File: src/rtl/regfile_writeback.sv
// regfile_writeback
// ----------------------------------------------------------------------------
// Writeback arbiter and pending-register scoreboard in front of the register
// file's single write port. Each cycle it selects one result for a registered
// write. Candidates are a single-cycle ALU result or the head of a small FIFO
// that buffers long-latency (load/multiply) results. A 32-bit pending mask
// tracks issued long-latency destinations so decode can stall on them.
//
// Ports
//   clk, rst                 clock, synchronous active-high reset
//   alu_valid/rd/data        ALU result stream; alu_ready = accepted this cycle
//   lsu_valid/rd/data        long-latency result stream; lsu_ready = FIFO not full
//   issue_valid/rd           long-latency issue; issue_ready = rd not pending
//   query_rd1/2, busy1/2     decode source lookups against the pending mask
//   wb_write/reg/data        registered register-file write port
//   fifo_count               FIFO occupancy
//   fwd1_hit/fwd2_hit        (WB_BYPASS_EN only) query matches the current write
//
// Configuration
//   WB_BYPASS_EN  when defined, a query that matches the write on wb_* this
//                 cycle reports not-busy and raises fwdN_hit, letting decode
//                 take wb_data directly instead of waiting for the commit.
// ----------------------------------------------------------------------------
module regfile_writeback #(
    parameter int XLEN       = 32,
    parameter int FIFO_DEPTH = 4
) (
    input  logic                          clk,
    input  logic                          rst,
    input  logic                          alu_valid,
    input  logic [4:0]                    alu_rd,
    input  logic [XLEN-1:0]               alu_data,
    output logic                          alu_ready,
    input  logic                          lsu_valid,
    input  logic [4:0]                    lsu_rd,
    input  logic [XLEN-1:0]               lsu_data,
    output logic                          lsu_ready,
    input  logic                          issue_valid,
    input  logic [4:0]                    issue_rd,
    output logic                          issue_ready,
    input  logic [4:0]                    query_rd1,
    input  logic [4:0]                    query_rd2,
    output logic                          busy1,
    output logic                          busy2,
    output logic                          wb_write,
    output logic [4:0]                    wb_reg,
    output logic [XLEN-1:0]               wb_data,
    output logic [$clog2(FIFO_DEPTH):0]   fifo_count
`ifdef WB_BYPASS_EN
    ,
    output logic                          fwd1_hit,
    output logic                          fwd2_hit
`endif
);

    localparam int PW = $clog2(FIFO_DEPTH);
    localparam int CW = PW + 1;

    // FIFO storage (data path, not reset)
    logic [4:0]      fifo_rd_q   [FIFO_DEPTH];
    logic [XLEN-1:0] fifo_data_q [FIFO_DEPTH];

    logic [PW-1:0]   rd_ptr_q, rd_ptr_d;
    logic [PW-1:0]   wr_ptr_q, wr_ptr_d;
    logic [CW-1:0]   count_q,  count_d;
    logic [31:0]     pend_q,   pend_d;

    logic            wb_write_q, wb_write_d;
    logic [4:0]      wb_reg_q,   wb_reg_d;
    logic [XLEN-1:0] wb_data_q,  wb_data_d;

    logic            full, empty;
    logic            push, pop, sel_alu;
    logic [4:0]      head_rd;
    logic [XLEN-1:0] head_data;
    logic [31:0]     set_mask, clr_mask;

    always_comb begin
        full      = (count_q == CW'(FIFO_DEPTH));
        empty     = (count_q == '0);
        head_rd   = fifo_rd_q[rd_ptr_q];
        head_data = fifo_data_q[rd_ptr_q];

        // A full FIFO always wins the port so the ALU can never starve it
        // indefinitely; otherwise the ALU has priority and the FIFO fills gaps.
        // lsu_ready is strictly "not full": a full FIFO refuses new results
        // even though its head drains in that same cycle.
        alu_ready = !full;
        lsu_ready = !full;
        sel_alu   = !full && alu_valid;
        pop       = full || (!alu_valid && !empty);
        push      = lsu_valid && !full;

        wb_write_d = 1'b0;
        wb_reg_d   = wb_reg_q;
        wb_data_d  = wb_data_q;
        if (sel_alu) begin
            wb_write_d = (alu_rd != 5'd0);
            wb_reg_d   = alu_rd;
            wb_data_d  = alu_data;
        end else if (pop) begin
            wb_write_d = (head_rd != 5'd0);
            wb_reg_d   = head_rd;
            wb_data_d  = head_data;
        end

        rd_ptr_d = pop  ? rd_ptr_q + PW'(1) : rd_ptr_q;
        wr_ptr_d = push ? wr_ptr_q + PW'(1) : wr_ptr_q;
        case ({push, pop})
            2'b10:   count_d = count_q + CW'(1);
            2'b01:   count_d = count_q - CW'(1);
            default: count_d = count_q;
        endcase

        // Bit 0 of the mask can never be set, so x0 is never busy or blocked.
        issue_ready = !pend_q[issue_rd];
        set_mask    = '0;
        clr_mask    = '0;
        if (issue_valid && issue_ready && (issue_rd != 5'd0))
            set_mask = 32'b1 << issue_rd;
        if (pop)
            clr_mask = 32'b1 << head_rd;
        // Clearing at the selection edge means the bit drops exactly when
        // wb_write asserts for the drained entry.
        pend_d = (pend_q & ~clr_mask) | set_mask;
    end

`ifdef WB_BYPASS_EN
    always_comb begin
        fwd1_hit = wb_write_q && (wb_reg_q == query_rd1);
        fwd2_hit = wb_write_q && (wb_reg_q == query_rd2);
        busy1    = pend_q[query_rd1] && !fwd1_hit;
        busy2    = pend_q[query_rd2] && !fwd2_hit;
    end
`else
    always_comb begin
        busy1 = pend_q[query_rd1];
        busy2 = pend_q[query_rd2];
    end
`endif

    always_ff @(posedge clk) begin
        if (rst) begin
            rd_ptr_q   <= '0;
            wr_ptr_q   <= '0;
            count_q    <= '0;
            pend_q     <= '0;
            wb_write_q <= 1'b0;
            wb_reg_q   <= '0;
            wb_data_q  <= '0;
        end else begin
            rd_ptr_q   <= rd_ptr_d;
            wr_ptr_q   <= wr_ptr_d;
            count_q    <= count_d;
            pend_q     <= pend_d;
            wb_write_q <= wb_write_d;
            wb_reg_q   <= wb_reg_d;
            wb_data_q  <= wb_data_d;
        end
    end

    always_ff @(posedge clk) begin
        if (push) begin
            fifo_rd_q[wr_ptr_q]   <= lsu_rd;
            fifo_data_q[wr_ptr_q] <= lsu_data;
        end
    end

    assign wb_write   = wb_write_q;
    assign wb_reg     = wb_reg_q;
    assign wb_data    = wb_data_q;
    assign fifo_count = count_q;

endmodule
File: config.mk
export PLATFORM = sky130hd
export DESIGN_NAME = regfile_writeback
export DESIGN_NICKNAME = d
export VERILOG_FILES = /design/src/rtl/regfile_writeback.sv
export SDC_FILE = /design/constraint.sdc
export NUM_CORES = 1
export LEC_CHECK = 0
export BUFFER_PORTS_ARGS = -buffer_cell sky130_fd_sc_hd__buf_2
export CORE_ASPECT_RATIO = 1.25
export CORE_UTILIZATION = 24
export CTS_BUF_LIST = sky130_fd_sc_hd__clkbuf_2
export CTS_CLUSTER_DIAMETER = 150
export DETAILED_ROUTE_END_ITERATION = 7
export PLACE_DENSITY = 0.39
export SYNTH_ARGS = -nofsm -noshare
export SYNTH_HDL_FRONTEND = slang
export SYNTH_SLANG_ARGS = --single-unit
File: constraint.sdc
create_clock -name clk -period 3 [get_ports clk]
set_input_delay 0.15 -clock clk [delete_from_list [all_inputs] [get_ports clk]]
set_output_delay 0.15 -clock clk [all_outputs]
set_load 0.02 [all_outputs]
# After elaboration in Yosys (flattened, before gate mapping)
# Memory sizes are Yosys's and may differ from the RTL's. A register that Yosys moved wholly into a read port is not among the register bits.
# Cells that the tools add are included.
[word_totals]
ff_bits = 77
ram_bits = 148
memories = 2
[memory_table]
columns = ["memory", "depth", "word_bits", "read_ports", "rd_ports_with_merged_regs", "wr", "line_no", "source"]
rows = [
  ["fifo_data_q", 4, 32, 1, 1, 1, "61", "logic [XLEN-1:0] fifo_data_q [FIFO_DEPTH];"],
  ["fifo_rd_q", 4, 5, 1, 1, 1, "60", "logic [4:0] fifo_rd_q [FIFO_DEPTH];"],
]
[classes]
add_sub_neg = 4
order_cmp = 3
n_eq_ne = 3
n_shift = 2
muxes = 21
bitwise = 3
reduce_logical = 16
[op_table]
columns = ["cell", "n"]
rows = [
  ["$mux W32", 4],
  ["$shl A1 B5 Y32 const A", 2],
  ["$and A32 B32 Y32", 1],
  ["$not A32 Y32", 1],
  ["$or A32 B32 Y32", 1],
  ["$lt A5 B6 Y1 const B", 3],
  ["$bmux W1 S5", 3],
  ["$reduce_bool A5 Y1", 3],
  ["$mux W5", 2],
  ["$mux W2", 4],
  ["$mux W1", 7],
  ["$pmux W3 S2", 1],
  ["$logic_and A1 B1 Y1", 5],
  ["$add A2 B1 Y2 const B", 2],
  ["$logic_not A1 Y1", 4],
  ["$reduce_bool A2 Y1", 2],
  ["$add A3 B1 Y3 const B", 1],
  ["$eq A3 B3 Y1 const B", 1],
  ["$logic_not A3 Y1", 1],
  ["$sub A3 B1 Y3 const B", 1],
  ["$eq A2 B1 Y1 const B", 1],
  ["$eq A2 B2 Y1 const B", 1],
  ["$logic_or A1 B1 Y1", 1],
]

# Logic depth before layout (Yosys ltp)
# Gate-level depths: netlist of the first run.
[logic_depth]
word_depth = 8
mapped_depth = 10

# Least setup slack after synthesis of the first run
# Ideal clock, no wire load.
[synth_path]
kind = "register -> register"
startpoint = "register count_q[0], in the netlist fifo_count[0]"
endpoint = "register count_q[2], in the netlist fifo_count[2]"
arrival_ps = 2487
required_ps = 2930
path_slack_ps = 442
path_stages_with_launch = 11
period_less_slack_ps = 2558
path_cell_list = "dfxtp_1 -> buf_2 -> or3b_2 -> buf_2 -> nand2_1 -> ha_1 -> inv_1 -> fa_1 -> xor2_1 -> or3_1 -> a21oi_1"
[synth_between]
word_cells_on_any_way = 13
classes_between = "2 x add/sub; 3 x eq/ne; 1 x mux; 7 x reduce/logical"
[synth_lines]
columns = ["item", "line_no", "source"]
rows = [
  ["start, declared", "65", "logic [CW-1:0] count_q, count_d;"],
  ["start signal, assigned", "154", "count_q <= count_d;"],
  ["$eq A3 B3 Y1 *", "79", "full = (count_q == CW'(FIFO_DEPTH));"],
  ["$logic_not A1 Y1 *", "-", ""],
  ["named net alu_ready", "33", "output logic alu_ready,"],
  ["$logic_and A1 B1 Y1 *", "92", "push = lsu_valid && !full;"],
  ["$eq A2 B1 Y1 / $eq A2 B2 Y1 (equally long branches)", "109", "case ({push, pop})"],
  ["$pmux W3 S2 / $reduce_bool A2 Y1 (equally long branches)", "-", ""],
]
# Mark *: on every way through the listed nets, which the timed path passes. The rest lies on a longest branch.
# A chain may end at the register's enable or synchronous reset.

# Final worst setup path of the first run
[layout_path]
startpoint = "input issue_rd[1]"
endpoint = "output issue_ready"
[layout_between]
elab_chain_cells = 3
[layout_rtl]
columns = ["item", "line_no", "source"]
rows = [
  ["start, declared", "39", "input logic [4:0] issue_rd,"],
  ["$bmux W1 S5", "116", "issue_ready = !pend_q[issue_rd];"],
  ["$mux W1 (not written as such)", "116", ""],
  ["$logic_not A1 Y1", "116", ""],
  ["end, declared", "40", "output logic issue_ready,"],
]
# No other way between the ends. The select of a mux whose other input is x is not followed.

==> impl_metrics.csv, run 1 <==
group,metric,value,unit
sta,relSlewSlack,0.355,
finish,fillers,3980,
critical_path,reg2reg_from,"fifo_count[0]",
critical_path,cp_cell_sequence,"dlygate4sd3_1 > buf_2 > mux2i_1 > mux4_2 > mux4_2 > buf_2",
finish,area_delta_synth_final,39.2,%
placed_design,place_congestion,0.764,
finish,largest_register_ffs,128,
synthesis,synth_async_sr_flop_share,0,
critical_path,crit_path_end_kind,"primary output",
die,die_width,182,µm
power_and_ir_drop,ir_drop,0.000372,V
die,initial_core_util,0.246,
clock_tree,cts.sinks,227,
critical_path,critPathBufInv,3,
clock_tree,clk_pin_slew,0.07,ns
placed_design,preCtsSetupSlack,0.439,ns
job,max_cap_viol_count,0,
synthesis,ys_seq_area_frac,0.622,
sta,max_freq,353,MHz
drt,drcViolationCount,0,
synthesis,avgSynthCellArea,14.2,µm²
power_and_ir_drop,combPwrFrac,0.342,
critical_path,cp.depth,6,
global_routing,grt_max_degree,65,
sta,worstMarginPinSlew,0.967,ns
synthesis,yosysWarningCount,0,
finish,largest_register,"fifo_data_q",
min_path,hold_path_depth,2,
sta,rsz0062_at_grt,"no",
critical_path,arrival,2.68,ns
clock_tree,htreeDepth,2,
min_path,hold_path_class,"in2reg",
sta,fin_ws,0.171,ns
placed_design,port_buffers,139,
die,die_h,227,µm
power_and_ir_drop,p_sw,3.40,mW
clock_tree,cts-root-buf,"clkbuf_2",
critical_path,path_class,"in2out",
critical_path,ff2ff_path_depth,6,
synthesis,synth-main-ff-cell,"edfxtp_1",
die,core_area,39400,µm²
sta,slew_violations,0,
clock_tree,cts_buffer_depth,3,
global_routing,first_global_vias,7750,
clock_tree,clock_latency,0.87,ns
drt,routed_via_density,4.65,
min_path,holdCritStartpoint,"lsu_rd[1]",
synthesis,syn_nets,782,
clock_tree,cts_tree,"done",
critical_path,cp_slowest_cell,"buf_2",
drt,wl_per_cell,18.3,µm
placed_design,dp_hpwl,18600,µm
power_and_ir_drop,power.internal,6.26,mW
sta,setup_viol,0,
synthesis,synth_area,9690,µm²
drt,drt_iter0_drc,372,
sta,period_needed,2.83,ns
die,rows,81,
die,ioPinCount,140,
drt,postRouteAntennaNets,0,
die,design.die.area,41200,µm²
outcome,status,"completed",
power_and_ir_drop,swShare,0.352,
global_routing,grt_pass1_wl,44200,µm
finish,drive_above_1_share,0.303,
synthesis,yosys-top-cells-area,"edfxtp_1 (46%), dfxtp_1 (16%), mux4_2 (14%), a311oi_1 (3.5%), nand2_1 (2.9%)",
sta,finalSetupTns,0,ns
critical_path,crit_fanout,31,
power_and_ir_drop,p_leak,5.06,nW
critical_path,start_kind,"input port",
global_routing,antenna_found_initial,2,
global_routing,grt.total_usage,0.142,
synthesis,synth_edf_count,148,
sta,clock_skew,0.0484,ns
critical_path,max_stage_delay,0.58,ns
synthesis,yosysUniqueCellTypes,56,
power_and_ir_drop,pwr-share-clk,0.242,
drt,vias,7396,
sta,fin_crit_sh,0.943,
synthesis,yosysTopAreaCell,"edfxtp_1",
power_and_ir_drop,power.density,716,nW/µm²
synthesis,synth_most_common_cell,"edfxtp_1",
drt,firstDrtPassIters,4,
clock_tree,numCtsBuffers,58,
finish,finalNetCount,1143,
critical_path,cp.required,2.85,ns
synthesis,synth_common_cells,"edfxtp_1 (148), dfxtp_1 (79), nand2_1 (75)",
critical_path,cp-startpoint,"issue_rd[1]",
global_routing,gr-total-overflow,0,
drt,routed_wirelength,29100,µm
sta,hold_violations,0,
critical_path,critical_path.top_delay_family,"buffers and inverters",
power_and_ir_drop,power_frac_seq,0.415,
synthesis,yosysTopAreaCellShare,0.459,
synthesis,syn_inst,682,
synthesis,synth-seq-cells,227,
==> cells in the final DEF (no fill, tap or decap), drive strengths merged, types with 3 or more instances in the layout <==
cell and count:
a222oi 3, or3b 3, o2bb2ai 10, a21oi 7, o211ai 4, dlygate4sd3 196, edfxtp 148, buf 156
and3 5, mux2i 13, nand3 12, nand2 75, nor3 3, clkbuf 89, or2 3, nand4 4
bufinv 3, o311ai 4, mux2 4, a32o 4, nor2b 7, inv 11, a31oi 12, a311oi 39
or3 3, mux4 59, o31ai 5, clkinv 17, o21ai 10, or4 4, and2 5, a22o 3
ha 5, xor2 3, nand3b 3, nor2 61, dfxtp 79
==> repair_timing <==
action,CTS,global route
gates resized for setup,0,0
setup buffers,0,0
hold endpoints to repair,228,0
hold buffers,196,0
==> layout make-up <==
type	instances	area, µm²	area share
Timing Repair Buffer	352	2790	0.206
Sequential cell	227	6030	0.447
Inverter	11	41.3	0.00306
Clock inverter	20	155	0.0115
Antenna cell	1	2.50	0.000185
Tap cell	498	623	0.0462
Multi-Input combinational cell	393	3410	0.253
Clock buffer	89	445	0.0330
==> stage by stage <==
stage	power [mW]	hold slack (ns)	instance area, µm²	utilization	cells
2_1_floorplan	5.97	0.249	9690	-	682
3_3_place_gp	6.99	0.370	10900	0.277	1285
3_5_place_dp	6.99	0.368	10900	0.277	1285
4_1_cts	9.84	0.00252	13500	0.342	1590
5_1_grt	10.3	0.0483	13500	0.342	1591
6_report	9.66	0.114	13500	0.342	1591
==> per-layer routing <==
metal | track usage | vias up | routed length [µm]
li1 | - | 3445 | -
met1 | 0.165 | 3685 | 12400
met2 | 0.253 | 208 | 14600
met3 | 0.0305 | 56 | 1370
met4 | 0.0547 | 2 | 745
met5 | 0 | - | 10
==> worst reg2reg max path, stage by stage, from the launching register on <==
cell and delay [ns]:
dfxtp_1 0.35, buf_4 0.16, or3b_2 0.57, and2_2 0.55, a222oi_1 0.40, dlygate4sd3_1 0.59
nor2_1 0.04
==> final timing paths <==
check             slack [ns]               to
setup reg to reg        0.22        wb_reg[0]
hold / removal          0.11  fifo_rd_q[1][1]
setup / recovery        0.17      issue_ready
hold reg to reg         0.51        pend_q[0]
==> power groups by stage <==
| stage | clock (mW) | sequential (mW) | combinational (mW) |
|---|---|---|---|
| 6_report | 2.34 | 4.01 | 3.31 |
| 5_1_grt | 2.59 | 4.07 | 3.62 |
| 4_1_cts | 2.46 | 4.02 | 3.35 |
| 3_5_place_dp | 0 | 4.09 | 2.90 |
| 3_3_place_gp | 0 | 4.08 | 2.91 |
| 2_1_floorplan | 0 | 4.24 | 1.73 |
==> cell families after synthesis <==
logic type | synth area share
XOR/XNOR | 0.00452
flip-flops | 0.622
buffers and inverters | 0.0274
AND/OR/NAND/NOR | 0.0911
adder cells (fa/ha/maj) | 0.00852
multiplexers | 0.155
AO/OA/AOI/OAI | 0.0916
Note: power is estimated with default switching activity, not from simulation.
==> run 2, diff against run 1 <==
--- a/config.mk
+++ b/config.mk
@@ -6,12 +6,13 @@
 export NUM_CORES = 1
 export LEC_CHECK = 0
 export BUFFER_PORTS_ARGS = -buffer_cell sky130_fd_sc_hd__buf_2
-export CORE_ASPECT_RATIO = 1.25
+export CORE_ASPECT_RATIO = 0.5
 export CORE_UTILIZATION = 24
 export CTS_BUF_LIST = sky130_fd_sc_hd__clkbuf_2
 export CTS_CLUSTER_DIAMETER = 150
 export DETAILED_ROUTE_END_ITERATION = 7
 export PLACE_DENSITY = 0.39
+export SLEW_MARGIN = 0
 export SYNTH_ARGS = -nofsm -noshare
 export SYNTH_HDL_FRONTEND = slang
 export SYNTH_SLANG_ARGS = --single-unit
==> impl_metrics.csv, run 2 (synthesis gave the netlist of run 1 again) <==
group,metric,value,unit
clock_tree,cts_buffer_depth,3,
critical_path,cp.required,2.85,ns
drt,wl_per_cell,18.0,µm
die,initial_core_util,0.246,
min_path,holdCritStartpoint,"alu_data[30]",
drt,postRouteAntennaNets,0,
placed_design,dpl-instance-area,11000,µm²
clock_tree,cts-root-buf,"clkbuf_2",
clock_tree,cts.sinks,227,
sta,rsz0062_at_grt,"no",
sta,setup_viol,0,
sta,fin_crit_sh,0.953,
finish,fin_cells,1613,
finish,layout_commonest_cell,"dlygate4sd3_1",
die,design.die.area,41200,µm²
finish,drive_above_1_share,0.310,
finish,largest_register,"fifo_data_q",
finish,largest_register_ffs,128,
clock_tree,htreeDepth,2,
sta,relSlewSlack,0.475,
placed_design,dp_cells,1317,
die,ioPinCount,140,
clock_tree,numCtsBuffers,55,
sta,clock_skew,0.0759,ns
critical_path,arrival,2.71,ns
die,rows,51,
sta,max_freq,350,MHz
critical_path,crit_path_end_kind,"primary output",
power_and_ir_drop,p_leak,5.02,nW
finish,final_cell_mix,"dlygate4sd3_1 (191), edfxtp_1 (148), buf_2 (139), clkbuf_2 (92), dfxtp_1 (77)",
power_and_ir_drop,power.density,702,nW/µm²
global_routing,grt_max_degree,47,
drt,vias,7366,
job,max_cap_viol_count,0,
outcome,status,"completed",
finish,fillers,3935,
clock_tree,clock_latency,0.88,ns
sta,finalSetupTns,0,ns
finish,finalNetCount,1137,
clock_tree,clk_pin_slew,0.10,ns
critical_path,crit_fanout,31,
drt,routed_via_density,4.57,
die,core_area,39400,µm²
drt,drcViolationCount,0,
global_routing,grt_pass1_wl,44700,µm
global_routing,gr-total-overflow,0,
drt,firstDrtPassIters,5,
clock_tree,cts_tree,"done",
critical_path,start_kind,"input port",
die,die_width,286,µm
placed_design,dp_hpwl,18100,µm
sta,hold_violations,0,
sta,period_needed,2.86,ns
sta,slew_violations,0,
placed_design,port_buffers,139,
critical_path,path_class,"in2out",
die,die_h,144,µm
global_routing,grt.total_usage,0.142,
global_routing,first_global_vias,7680,
drt,drt_iter0_drc,419,
placed_design,place_congestion,0.783,
finish,final_area,13400,µm²
global_routing,antenna_found_initial,1,
min_path,hold_path_class,"in2reg",
sta,worstMarginPinSlew,0.782,ns
sta,holdWs,0.148,ns
critical_path,cp-startpoint,"issue_rd[1]",
finish,area_delta_synth_final,38.4,%
drt,routed_wirelength,29000,µm
power_and_ir_drop,ir_drop,0.000299,V
run 2: timing repair:
item,in CTS,in global routing
hold buffers,191,0
gates resized for setup,0,1
endpoints found under the hold margin,245,0
endpoints found under the setup margin,0,16
buffers inserted,0,2
run 2: worst paths after layout:
check / to / slack [ns] / cells past startpoint
max: issue_ready / 0.14 / 6
min: wb_data[30] / 0.15 / 4
max reg2reg: pend_q[15] / 0.21 / 6
min reg2reg: wb_data[30] / 0.51 / 2
run 2: critical path: stages:
cell and delay, ns:
dlygate4sd3_1 0.52, buf_2 0.60, mux2i_1 0.22, mux4_2 0.54, mux4_2 0.49, buf_2 0.18
run 2: final cells by class:
type	instances	area (µm²)	area share
flip-flops and latches	227	6030	0.449
multi-input cells	393	3410	0.254
repair buffers	349	2760	0.206
well taps	530	663	0.0494
clock buffers	92	460	0.0343
clock inverters	10	48.8	0.00364
inverters	11	41.3	0.00308
diodes	1	2.50	0.000187
run 2: report_power, final:
group	internal (mW)	total [mW]	switching, mW
Clock	0.805	2.09	1.29
Combinational	1.43	3.33	1.90
Sequential	3.79	4.00	0.211
run 2: per-stage QoR:
step                      total power [mW]   util  setup slack [ns]
after floorplan                       5.97      -             0.442
after global placement                6.97  0.279             0.477
after detailed placement              7.00  0.279             0.395
after CTS                             9.57  0.340            0.0239
after global routing                  10.1  0.341            0.0307
final                                 9.42  0.341             0.141
run 2: layer usage:
metal / part of all wire / track usage / wire length (µm) / vias to the layer above
met5: 0 / 0 / 0 / -
met4: 0.022 / 0.0512 / 624 / 0
met3: 0.043 / 0.0317 / 1240 / 48
met2: 0.50 / 0.243 / 14600 / 159
met1: 0.43 / 0.176 / 12500 / 3722
li1: - / - / - / 3437
==> run 3, diff against run 2 <==
--- a/config.mk
+++ b/config.mk
@@ -11,7 +11,7 @@
 export CTS_BUF_LIST = sky130_fd_sc_hd__clkbuf_2
 export CTS_CLUSTER_DIAMETER = 150
 export DETAILED_ROUTE_END_ITERATION = 7
-export PLACE_DENSITY = 0.39
+export PLACE_DENSITY_LB_ADDON = 0.3
 export SLEW_MARGIN = 0
 export SYNTH_ARGS = -nofsm -noshare
 export SYNTH_HDL_FRONTEND = slang
==> impl_metrics.csv, run 3 (synthesis gave the netlist of run 1 again) <==
group,metric,value,unit
global_routing,first_global_vias,7851,
clock_tree,cts-root-buf,"clkbuf_2",
finish,largest_register_ffs,128,
sta,period_needed,2.85,ns
clock_tree,numCtsBuffers,56,
drt,firstDrtPassIters,5,
global_routing,grt_max_degree,47,
finish,final_cell_mix,"dlygate4sd3_1 (198), edfxtp_1 (148), buf_2 (139), dfxtp_1 (77)",
drt,drcViolationCount,0,
clock_tree,htreeDepth,2,
die,die_width,286,µm
clock_tree,clock_latency,0.87,ns
power_and_ir_drop,power.density,691,nW/µm²
clock_tree,clk_pin_slew,0.12,ns
finish,fin_util,0.340,
drt,drt_iter0_drc,476,
critical_path,cp.required,3.75,ns
critical_path,start_kind,"register",
critical_path,crit_fanout,16,
clock_tree,cts.sinks,227,
finish,finalNetCount,1135,
critical_path,crit_path_end_kind,"register",
critical_path,path_class,"reg2reg",
sta,max_freq,351,MHz
sta,rsz0062_at_grt,"no",
power_and_ir_drop,power_frac_seq,0.432,
drt,vias,7441,
global_routing,grt_pass1_wl,43300,µm
global_routing,gr-total-overflow,0,
finish,layout_commonest_cell,"dlygate4sd3_1",
outcome,status,"completed",
power_and_ir_drop,power.internal,5.90,mW
finish,area_delta_synth_final,38.2,%
finish,fillers,3867,
sta,clock_skew,0.0820,ns
die,rows,51,
die,die_h,144,µm
global_routing,antenna_found_initial,2,
min_path,hold_path_class,"in2reg",
job,max_cap_viol_count,0,
clock_tree,cts_tree,"done",
finish,drive_above_1_share,0.289,
power_and_ir_drop,ir_drop,0.000260,V
power_and_ir_drop,pwr-share-clk,0.215,
die,design.die.area,41200,µm²
die,core_area,39400,µm²
critical_path,arrival,3.60,ns
placed_design,port_buffers,139,
sta,fin_crit_sh,0.950,
placed_design,place_congestion,0.851,
power_and_ir_drop,p_leak,4.94,nW
placed_design,dp_hpwl,17100,µm
clock_tree,cts_buffer_depth,3,
drt,wl_per_cell,17.3,µm
die,initial_core_util,0.246,
sta,slew_violations,0,
drt,postRouteAntennaNets,0,
global_routing,grt.total_usage,0.136,
sta,relSlewSlack,0.277,
sta,worstMarginPinSlew,1.09,ns
drt,routed_wirelength,27900,µm
sta,hold_violations,0,
drt,routed_via_density,4.62,
sta,finalSetupTns,0,ns
die,ioPinCount,140,
sta,setup_viol,0,
power_and_ir_drop,p_sw,3.36,mW
power_and_ir_drop,combPwrFrac,0.352,
power_and_ir_drop,swShare,0.363,
finish,largest_register,"fifo_data_q",
[run 3: cell types whose count changed in the layout (fill, tap and decap cells not counted)]
cell,delta
inv_6,+1
diode_2,+2
clkinv_1,+12
clkinv_4,-1
clkinv_2,+4
dlygate4sd3_1,+7
clkbuf_2,-17
buf_4,-10
[run 3: power groups by stage]
stage | combinational, mW | sequential (mW) | clock (mW)
floorplan | 1.73 | 4.24 | 0
global placement | 2.78 | 4.05 | 0
detailed placement | 2.80 | 4.08 | 0
CTS | 3.27 | 4.01 | 2.08
global route | 3.55 | 4.05 | 2.25
finish | 3.26 | 4.00 | 1.99
[run 3: metal layers]
layer / vias up / track usage / part of all wire
li1: 3432 / - / -
met1: 3798 / 0.158 / 0.41
met2: 175 / 0.248 / 0.53
met3: 36 / 0.0284 / 0.041
met4: 0 / 0.0495 / 0.018
met5: - / 0 / 0
[run 3: worst paths after layout]
kind / endpoint / slack [ns] / start / cells past startpoint
setup / recovery: wb_data[7] / 0.15 / fifo_count[2] / 6
setup reg to reg: wb_data[7] / 0.15 / fifo_count[2] / 6
hold / removal: fifo_data_q[3][24] / 0.10 / lsu_data[24] / 2
hold reg to reg: wb_data[29] / 0.50 / wb_data[29] / 2
[run 3: layout make-up]
cell class / instances / area (µm²) / share of cell area
repair buffers: 346 / 2760 / 0.206
clock inverters: 26 / 114 / 0.00850
multi-input cells: 393 / 3410 / 0.255
diodes: 3 / 7.51 / 0.000560
well taps: 530 / 663 / 0.0495
inverters: 11 / 41.3 / 0.00308
flip-flops and latches: 227 / 6030 / 0.450
clock buffers: 75 / 375 / 0.0280
[run 3: timing repair]
| action | in CTS | in global routing |
|---|---|---|
| buffers inserted | 0 | 0 |
| gates resized for setup | 0 | 1 |
| hold buffers | 198 | 0 |
| endpoints found under the setup margin | 0 | 23 |
| hold endpoints to repair | 225 | 0 |
[run 3: stage by stage]
step	power, mW	cell area [µm²]	setup WS, ns	hold WS (ns)	instances
floorplan	5.97	9690	0.442	0.249	682
global placement	6.83	10900	0.543	0.361	1309
detailed placement	6.88	10900	0.453	0.369	1309
CTS	9.35	13400	0.0362	0.000938	1608
global route	9.85	13400	0.0439	0.000655	1610
finish	9.26	13400	0.150	0.100	1611
[run 3: critical path, cell delays in order, from the launching register on]
cell,delay (ns)
dfxtp_1,0.46
or3b_2,0.58
and2_2,0.37
nand2_1,0.13
dlygate4sd3_1,0.56
a311oi_1,0.08
dlygate4sd3_1,0.60
